==> src/rtl/glcd_pkg.sv <==
// Shared definitions for the dual-controller graphic LCD bus: FSM state codes,
// controller command bytes and the per-port write payload.
package glcd_pkg;

   localparam logic [2:0] RST_HOLD = 3'd0;
   localparam logic [2:0] IDLE     = 3'd1;
   localparam logic [2:0] SETUP    = 3'd2;
   localparam logic [2:0] EN_HI    = 3'd3;
   localparam logic [2:0] HOLD     = 3'd4;

   localparam logic [7:0] DISPLAY_ON = 8'h3F;
   localparam logic [7:0] START_LINE = 8'hC0;
   localparam logic [7:0] SET_Y      = 8'h40;
   localparam logic [7:0] SET_PAGE   = 8'hB8;

   typedef struct packed {
      logic [1:0] cs;
      logic       di;
      logic [7:0] data;
   } glcd_payload_t;

   // Phase counters run 0..ticks-1, so a phase ends when the count hits ticks-1.
   function automatic logic [7:0] tick_limit(input int unsigned ticks);
      return 8'(ticks - 32'd1);
   endfunction

endpackage

==> src/rtl/glcd_bus_arbiter_if.sv <==
// Requester handshake and LCD pin bundle; the arbiter is the slave side,
// requesters and the panel model sit on the master side.
interface glcd_bus_arbiter_if;

   logic       REQ0;
   logic [1:0] CS0;
   logic       DI0;
   logic [7:0] DATA0;
   logic       ACK0;
   logic       REQ1;
   logic [1:0] CS1_SEL;
   logic       DI1;
   logic [7:0] DATA1;
   logic       ACK1;
   logic       BUSY;
   logic       LCD_RST;
   logic       LCD_ENABLE;
   logic       LCD_RW;
   logic       LCD_DI;
   logic       LCD_CS1;
   logic       LCD_CS2;
   logic [7:0] LCD_DATA;

   modport master (
      output REQ0, CS0, DI0, DATA0, REQ1, CS1_SEL, DI1, DATA1,
      input  ACK0, ACK1, BUSY, LCD_RST, LCD_ENABLE, LCD_RW, LCD_DI,
             LCD_CS1, LCD_CS2, LCD_DATA
   );

   modport slave (
      input  REQ0, CS0, DI0, DATA0, REQ1, CS1_SEL, DI1, DATA1,
      output ACK0, ACK1, BUSY, LCD_RST, LCD_ENABLE, LCD_RW, LCD_DI,
             LCD_CS1, LCD_CS2, LCD_DATA
   );

endinterface

==> src/rtl/glcd_tick_gen.sv <==
// Clock-enable divider: tick is high for one CLK every TICK_DIV cycles,
// aligned with the last count value.
module glcd_tick_gen #(
   parameter int unsigned TICK_DIV = 256
) (
   input  logic CLK,
   input  logic RESET,
   output logic tick
);

   localparam int unsigned   CW   = (TICK_DIV > 2) ? $clog2(TICK_DIV) : 1;
   localparam logic [CW-1:0] LAST = CW'(TICK_DIV - 1);

   logic [CW-1:0] cnt_r;
   logic [CW-1:0] cnt_nxt_s;
   logic          tick_r;

   // Wrap the divider count at TICK_DIV-1.
   always_comb begin
      if (cnt_r == LAST) begin
         cnt_nxt_s = {CW{1'b0}};
      end else begin
         cnt_nxt_s = cnt_r + CW'(1);
      end
   end

   // tick_r is registered alongside the count so it is high exactly while cnt_r==LAST.
   always_ff @(posedge CLK) begin
      if (!RESET) begin
         cnt_r  <= {CW{1'b0}};
         tick_r <= 1'b0;
      end else begin
         cnt_r  <= cnt_nxt_s;
         tick_r <= (cnt_nxt_s == LAST);
      end
   end

   assign tick = tick_r;

endmodule

==> src/rtl/glcd_bus_arbiter.sv <==
// Round-robin arbiter turning each granted request into one LCD write cycle
// (setup, E high, hold) timed in divider ticks; also owns the LCD reset pulse.
module glcd_bus_arbiter
   import glcd_pkg::*;
#(
   parameter int unsigned TICK_DIV    = 256,
   parameter int unsigned SETUP_TICKS = 1,
   parameter int unsigned EN_TICKS    = 2,
   parameter int unsigned HOLD_TICKS  = 1,
   parameter int unsigned RST_TICKS   = 4
) (
   input logic               CLK,
   input logic               RESET,
   glcd_bus_arbiter_if.slave bus
);

   localparam logic [7:0] RST_LIM   = tick_limit(RST_TICKS);
   localparam logic [7:0] SETUP_LIM = tick_limit(SETUP_TICKS);
   localparam logic [7:0] EN_LIM    = tick_limit(EN_TICKS);
   localparam logic [7:0] HOLD_LIM  = tick_limit(HOLD_TICKS);

   logic          tick_s;
   logic [2:0]    state_r, state_nxt_s;
   logic [7:0]    phase_cnt_r, phase_cnt_nxt_s, phase_lim_s;
   logic          phase_done_s;
   logic          prio_r, prio_nxt_s;
   logic          gnt_r, gnt_nxt_s;
   logic          sel_port_s;
   glcd_payload_t pay0_s, pay1_s, pay_sel_s;
   logic          lcd_rst_r, lcd_rst_nxt_s;
   logic          lcd_en_r, lcd_en_nxt_s;
   logic          lcd_di_r, lcd_di_nxt_s;
   logic [1:0]    lcd_cs_r, lcd_cs_nxt_s;
   logic [7:0]    lcd_data_r, lcd_data_nxt_s;
   logic          ack0_r, ack0_nxt_s;
   logic          ack1_r, ack1_nxt_s;
   logic          busy_r, busy_nxt_s;

   glcd_tick_gen #(.TICK_DIV(TICK_DIV)) u_tick (
      .CLK   (CLK),
      .RESET (RESET),
      .tick  (tick_s)
   );

   assign pay0_s = {bus.CS0, bus.DI0, bus.DATA0};
   assign pay1_s = {bus.CS1_SEL, bus.DI1, bus.DATA1};

   // Port selection: on a tie prio_r names the port not granted last.
   always_comb begin
      if (bus.REQ0 && bus.REQ1) begin
         sel_port_s = prio_r;
      end else if (bus.REQ1) begin
         sel_port_s = 1'b1;
      end else begin
         sel_port_s = 1'b0;
      end
      pay_sel_s = sel_port_s ? pay1_s : pay0_s;
   end

   // Tick budget of the current phase.
   always_comb begin
      case (state_r)
         RST_HOLD: phase_lim_s = RST_LIM;
         SETUP:    phase_lim_s = SETUP_LIM;
         EN_HI:    phase_lim_s = EN_LIM;
         HOLD:     phase_lim_s = HOLD_LIM;
         default:  phase_lim_s = 8'd0;
      endcase
      phase_done_s = (phase_cnt_r == phase_lim_s);
   end

   // Next-state and output logic; everything advances only on tick cycles.
   always_comb begin
      state_nxt_s     = state_r;
      phase_cnt_nxt_s = phase_cnt_r;
      prio_nxt_s      = prio_r;
      gnt_nxt_s       = gnt_r;
      lcd_rst_nxt_s   = lcd_rst_r;
      lcd_en_nxt_s    = lcd_en_r;
      lcd_di_nxt_s    = lcd_di_r;
      lcd_cs_nxt_s    = lcd_cs_r;
      lcd_data_nxt_s  = lcd_data_r;
      ack0_nxt_s      = 1'b0;
      ack1_nxt_s      = 1'b0;
      if (tick_s) begin
         phase_cnt_nxt_s = phase_done_s ? 8'd0 : (phase_cnt_r + 8'd1);
         case (state_r)
            RST_HOLD: begin
               if (phase_done_s) begin
                  lcd_rst_nxt_s = 1'b1;
                  state_nxt_s   = IDLE;
               end else begin
                  state_nxt_s = RST_HOLD;
               end
            end
            IDLE: begin
               phase_cnt_nxt_s = 8'd0;
               if (bus.REQ0 || bus.REQ1) begin
                  gnt_nxt_s      = sel_port_s;
                  prio_nxt_s     = ~sel_port_s;
                  lcd_cs_nxt_s   = pay_sel_s.cs;
                  lcd_di_nxt_s   = pay_sel_s.di;
                  lcd_data_nxt_s = pay_sel_s.data;
                  state_nxt_s    = SETUP;
               end else begin
                  state_nxt_s = IDLE;
               end
            end
            SETUP: begin
               if (phase_done_s) begin
                  lcd_en_nxt_s = 1'b1;
                  state_nxt_s  = EN_HI;
               end else begin
                  state_nxt_s = SETUP;
               end
            end
            EN_HI: begin
               if (phase_done_s) begin
                  lcd_en_nxt_s = 1'b0;
                  state_nxt_s  = HOLD;
               end else begin
                  state_nxt_s = EN_HI;
               end
            end
            HOLD: begin
               if (phase_done_s) begin
                  ack0_nxt_s   = ~gnt_r;
                  ack1_nxt_s   = gnt_r;
                  lcd_cs_nxt_s = 2'b00;
                  state_nxt_s  = IDLE;
               end else begin
                  state_nxt_s = HOLD;
               end
            end
            default: begin
               // Unreachable encoding: park the pins and replay the LCD reset.
               phase_cnt_nxt_s = 8'd0;
               lcd_rst_nxt_s   = 1'b0;
               lcd_en_nxt_s    = 1'b0;
               lcd_cs_nxt_s    = 2'b00;
               state_nxt_s     = RST_HOLD;
            end
         endcase
      end else begin
         state_nxt_s = state_r;
      end
      busy_nxt_s = (state_nxt_s != IDLE);
   end

   // State and output registers with synchronous active-low reset.
   always_ff @(posedge CLK) begin
      if (!RESET) begin
         state_r     <= RST_HOLD;
         phase_cnt_r <= 8'd0;
         prio_r      <= 1'b0;
         gnt_r       <= 1'b0;
         lcd_rst_r   <= 1'b0;
         lcd_en_r    <= 1'b0;
         lcd_di_r    <= 1'b0;
         lcd_cs_r    <= 2'b00;
         lcd_data_r  <= 8'h00;
         ack0_r      <= 1'b0;
         ack1_r      <= 1'b0;
         busy_r      <= 1'b1;
      end else begin
         state_r     <= state_nxt_s;
         phase_cnt_r <= phase_cnt_nxt_s;
         prio_r      <= prio_nxt_s;
         gnt_r       <= gnt_nxt_s;
         lcd_rst_r   <= lcd_rst_nxt_s;
         lcd_en_r    <= lcd_en_nxt_s;
         lcd_di_r    <= lcd_di_nxt_s;
         lcd_cs_r    <= lcd_cs_nxt_s;
         lcd_data_r  <= lcd_data_nxt_s;
         ack0_r      <= ack0_nxt_s;
         ack1_r      <= ack1_nxt_s;
         busy_r      <= busy_nxt_s;
      end
   end

   assign bus.ACK0       = ack0_r;
   assign bus.ACK1       = ack1_r;
   assign bus.BUSY       = busy_r;
   assign bus.LCD_RST    = lcd_rst_r;
   assign bus.LCD_ENABLE = lcd_en_r;
   assign bus.LCD_RW     = 1'b0;
   assign bus.LCD_DI     = lcd_di_r;
   assign bus.LCD_CS1    = lcd_cs_r[0];
   assign bus.LCD_CS2    = lcd_cs_r[1];
   assign bus.LCD_DATA   = lcd_data_r;

endmodule
==> src/flat_wrapper.sv <==
// flat-port wrapper written by rule: the top's interface ports become plain ports
module glcd_bus_arbiter_flat import glcd_pkg::*;
#(
   parameter int unsigned TICK_DIV    = 256,
   parameter int unsigned SETUP_TICKS = 1,
   parameter int unsigned EN_TICKS    = 2,
   parameter int unsigned HOLD_TICKS  = 1,
   parameter int unsigned RST_TICKS   = 4
)
  (CLK, RESET, bus_REQ0, bus_CS0, bus_DI0, bus_DATA0, bus_REQ1, bus_CS1_SEL, bus_DI1, bus_DATA1, bus_ACK0, bus_ACK1, bus_BUSY, bus_LCD_RST, bus_LCD_ENABLE, bus_LCD_RW, bus_LCD_DI, bus_LCD_CS1, bus_LCD_CS2, bus_LCD_DATA);
  glcd_bus_arbiter_if bus_i ();
  input logic CLK;
  input logic RESET;
  input wire logic [$bits(bus_i.REQ0)-1:0] bus_REQ0;
  input wire logic [$bits(bus_i.CS0)-1:0] bus_CS0;
  input wire logic [$bits(bus_i.DI0)-1:0] bus_DI0;
  input wire logic [$bits(bus_i.DATA0)-1:0] bus_DATA0;
  input wire logic [$bits(bus_i.REQ1)-1:0] bus_REQ1;
  input wire logic [$bits(bus_i.CS1_SEL)-1:0] bus_CS1_SEL;
  input wire logic [$bits(bus_i.DI1)-1:0] bus_DI1;
  input wire logic [$bits(bus_i.DATA1)-1:0] bus_DATA1;
  output wire logic [$bits(bus_i.ACK0)-1:0] bus_ACK0;
  output wire logic [$bits(bus_i.ACK1)-1:0] bus_ACK1;
  output wire logic [$bits(bus_i.BUSY)-1:0] bus_BUSY;
  output wire logic [$bits(bus_i.LCD_RST)-1:0] bus_LCD_RST;
  output wire logic [$bits(bus_i.LCD_ENABLE)-1:0] bus_LCD_ENABLE;
  output wire logic [$bits(bus_i.LCD_RW)-1:0] bus_LCD_RW;
  output wire logic [$bits(bus_i.LCD_DI)-1:0] bus_LCD_DI;
  output wire logic [$bits(bus_i.LCD_CS1)-1:0] bus_LCD_CS1;
  output wire logic [$bits(bus_i.LCD_CS2)-1:0] bus_LCD_CS2;
  output wire logic [$bits(bus_i.LCD_DATA)-1:0] bus_LCD_DATA;
  assign bus_i.REQ0 = bus_REQ0;
  assign bus_i.CS0 = bus_CS0;
  assign bus_i.DI0 = bus_DI0;
  assign bus_i.DATA0 = bus_DATA0;
  assign bus_i.REQ1 = bus_REQ1;
  assign bus_i.CS1_SEL = bus_CS1_SEL;
  assign bus_i.DI1 = bus_DI1;
  assign bus_i.DATA1 = bus_DATA1;
  assign bus_ACK0 = bus_i.ACK0;
  assign bus_ACK1 = bus_i.ACK1;
  assign bus_BUSY = bus_i.BUSY;
  assign bus_LCD_RST = bus_i.LCD_RST;
  assign bus_LCD_ENABLE = bus_i.LCD_ENABLE;
  assign bus_LCD_RW = bus_i.LCD_RW;
  assign bus_LCD_DI = bus_i.LCD_DI;
  assign bus_LCD_CS1 = bus_i.LCD_CS1;
  assign bus_LCD_CS2 = bus_i.LCD_CS2;
  assign bus_LCD_DATA = bus_i.LCD_DATA;
  glcd_bus_arbiter #(.TICK_DIV(TICK_DIV), .SETUP_TICKS(SETUP_TICKS), .EN_TICKS(EN_TICKS), .HOLD_TICKS(HOLD_TICKS), .RST_TICKS(RST_TICKS)) u_core (.CLK(CLK), .RESET(RESET), .bus(bus_i));
endmodule
==> config.mk <==
export PLATFORM = sky130hd
export DESIGN_NAME = glcd_bus_arbiter_flat
export DESIGN_NICKNAME = d
export VERILOG_FILES = /design/src/rtl/glcd_pkg.sv /design/src/rtl/glcd_bus_arbiter_if.sv /design/src/rtl/glcd_tick_gen.sv /design/src/rtl/glcd_bus_arbiter.sv /design/src/flat_wrapper.sv
export SDC_FILE = /design/constraint.sdc
export NUM_CORES = 1
export LEC_CHECK = 0
export CAP_MARGIN = 20
export CORE_MARGIN = 2
export CORE_UTILIZATION = 45
export CTS_CLUSTER_DIAMETER = 150
export DETAILED_ROUTE_END_ITERATION = 16
export HOLD_SLACK_MARGIN = 0.05
export PLACE_DENSITY = 0.73
export SYNTH_ARGS = -nofsm -noshare
export SYNTH_HDL_FRONTEND = slang
export SYNTH_SLANG_ARGS = --single-unit
==> constraint.sdc <==
create_clock -name CLK -period 2.4 [get_ports CLK]
set_input_delay 0.6 -clock CLK [delete_from_list [all_inputs] [get_ports CLK]]
set_output_delay 0.6 -clock CLK [all_outputs]
set_load 0.05 [all_outputs]
==> metrics.md <==
| Metric | Value |
|---|---|
| FF/Latch Area | between 700 and 800 um^2 |
| Synth area leader | dfxtp_1 |
| Die area | between 4000 and 5000 um^2 |
| CTS buffer count | 5 |
| Area occupied by multi-input gates | around 1000 um^2 |
| Final-report max-slew violation count | 0 |
| Largest net degree at the start of global routing | 23 |
| Req. time, crit path | between 2000 and 3000 ps |
| Critical Path AT | 2230 ps |
| Gr usage total | 0.201 |
| Max Cap Viol | 0 |
| Post-route cell area | 2470 um^2 |
| Vias in the first global route | 1578 |
| Final hold slack | between 400 and 500 ps |
| Reg2Reg Launch Point | u_core.state_r[0] |
| CORE AREA | roughly 4000 um^2 |
| Synth top cells by count | dfxtp_1, nor2_1, nand2_1, mux2i_1, clkbuf_1 |
| Remaining global-route overflow | 0 |
| H-tree Lvls | 2 |
| Place WS | approximately 170 ps |
| Total Routed Length | a little over 4 mm |
| Post_cts resized | 0 |
| Setup tns final | 0 ps |
| EDFF count, synth | 0 |
| DP Area | about 2400 um^2 |
| Die W | 68.5 um |
| # diodes | 0 |
| Hold Crit Endpoint | u_core.lcd_cs_r[1] |
| NumNets Final | around 300 |
| Height of the die | between 60 and 70 um |
| Crit Path Max Fanout | 12 |
| Final-layout fill cell count | 361 |
| CTS max path bufs | 2 |
| ANT nets after route | 0 |
| Synth Register Bits | 38 |
| Synth Area per Inst | approximately 8.3 um^2 |
| CTS Hold Bufs | 0 |
| Post-Syn Nets | approximately 250 |
| Netlist cell types | 42 |
| Warnings from Yosys | 0 |
| Ys flop type | dfxtp_1 |
| HPWL after detailed placement | 2.90 mm |
| Synth top area cells | dfxtp_1, mux2i_1, nor2_1 |
| Pwr Density | about 530 nW/um^2 |
| Antenna violations before repair | 0 |
| CP max-delay cell | or3b_2 |
| First-pass GRT wire length | approximately 7.0 mm |
| Clk root buf | clkbuf_8 |
| Post-synth top area share | 0.406 |
| Outcome | completed |
| Fraction of registers with async set/reset | 0 |
| Worst hold-check path type | flop to flop |
| F_max | between 400 and 500 MHz |
| Leakage Power | just over 0.9 nW |
| Actual slew at the worst max-slew pin | approximately 520 ps |
| Initial core utilization | 0.468 |
| Vias post-DR | around 1700 |
| Final hold violation count | 0 |
| Reg2reg setup slack | around 340 ps |
| Syn Inst Count | 225 |
| Max VDD drop | roughly 280 uV |
| Vias per cell | about 5.4 |
| Share of cells above drive strength 1 | 0.0749 |
| Crit path time final | 2060 ps |
| RSZ-0062 raised after global routing | false |
| RD Place Congestion | 0.799 |
| Cell Chain, Critical Path | or3b_2 > a2111o_1 > nor3b_1 > buf_2 > a32o_1 |
| CP max stage delay | between 500 and 600 ps |
| Most instantiated library cell after synthesis | dfxtp_1 |
| Hold path start | u_core.lcd_cs_r[1] |
| Reg2Reg Capture Point | u_core.phase_cnt_r[7] |
| CTS tree | yes |
| Final setup margin | 344 ps |
| Worst-Skew Late Latency | between 200 and 300 ps |
| Clk slew on worst S/H paths | about 80 ps |
| PortBufs | 41 |
| CP Launch Type | flop |
| Post-Syn Area | roughly 1900 um^2 |
| Final setup violation count | 0 |
| Kind of critical path | flop to flop |
| Crit-path leading delay family | simple AND/OR/NAND/NOR gates |
| Final Cycle Share | 0.857 |
| Clock Skews | 5.92 ps |
| Worst hold path depth | 2 |
| Post-route DRC | 0 |
| DR WL/cell | ~13 um |
| DRT iter0 DRCs | around 160 |
| Sequential area share after synthesis | 0.406 |
| CP Capture Type | flop |
| P&R area growth vs syn | 31.8% |
| Post-CTS Setup Repair Bufs | 0 |
| Core Rows | 23 |
| Rel. slew slack | 0.652 |
| Total power | roughly 1.3 mW |
| Buffers and inverters on the worst path | 1 |
| Router iterations before antenna repair | 4 |
| I/O pins | 43 |
| Register-to-Register Path Depth | 5 |
| # clock sinks | 38 |
cell type report:
cell class	instances	share of cell area
well taps	50	0.0253
multi-input cells	163	0.414
flip-flops and latches	38	0.308
repair buffers	50	0.198
inverters	8	0.0122
clock inverters	1	0.0122
clock buffers	7	0.0309
registers in the layout, indices dropped and copies added, names as in the netlist:
register,cells
u_core.bus.LCD_DATA,8
u_core.phase_cnt_r,8
u_core.u_tick.cnt_r,8
u_core.state_r,3
u_core.lcd_cs_r,2
u_core.bus.ACK0,1
u_core.bus.ACK1,1
u_core.bus.BUSY,1
u_core.bus.LCD_DI,1
u_core.bus.LCD_ENABLE,1
u_core.bus.LCD_RST,1
u_core.gnt_r,1
u_core.prio_r,1
u_core.u_tick.tick,1
kinds of logic after synthesis:
| family | count (synthesis) | synth area share |
|---|---|---|
| flip-flops | 38 | 0.406 |
| multiplexers | 13 | 0.0695 |
| buffers and inverters | 24 | 0.0521 |
| AND/OR/NAND/NOR | 94 | 0.255 |
| AO/OA/AOI/OAI | 43 | 0.153 |
| adder cells (fa/ha/maj) | 3 | 0.0200 |
| other | 1 | 0.00200 |
| XOR/XNOR | 9 | 0.0421 |
stage by stage:
step                instances  utilization
floorplan                 225            -
global placement          308        0.589
global route              317        0.617
CTS                       316        0.616
detailed placement        308        0.589
finish                    317        0.617
cells in the final DEF (no fill, tap or decap), types with 5 or more instances in the layout:
master / n
mux2i_1: 13
inv_1: 8
a21oi_1: 8
clkbuf_8: 5
xor2_1: 6
o21ai_0: 11
nand3_1: 10
buf_4: 7
nand2_1: 20
a211oi_1: 9
clkdlybuf4s50_1: 41
dfxtp_1: 38
nor2_1: 32
worst reg2reg max path: cells and delay by family, from the launching register on:
family          cells  cell delay [ps]
flops               1              420
simple gates        2              700
buf+inv             1              190
compound gates      2              640
worst max-delay path by stage:
stage	from	to	slack, ps	depth (start not counted)
2_1_floorplan	u_core.phase_cnt_r[2]	u_core.phase_cnt_r[6]	510	5
3_3_place_gp	RESET	u_core.lcd_cs_r[1]	240	5
3_5_place_dp	RESET	u_core.lcd_cs_r[0]	170	5
4_1_cts	u_core.state_r[0]	u_core.phase_cnt_r[5]	160	5
5_1_grt	u_core.state_r[0]	u_core.phase_cnt_r[6]	250	5
6_report	u_core.state_r[0]	u_core.phase_cnt_r[7]	340	5
layer usage:
layer  vias to the layer above  track usage  part of all wire
met5                         -            0                 0
met4                         0       0.0675             0.019
met3                         9       0.0763             0.088
met2                        67        0.313              0.44
met1                       772        0.255              0.45
li1                        875            -                 -
report_power, final:
part	switching (mW)	leakage, nW	internal (mW)
Combinational	0.0558	0.576	0.0690
Clock	0.222	0.0524	0.311
Sequential	0.0112	0.307	0.637
Total	0.289	0.935	1.02
Power figures use the tool's default switching activity.
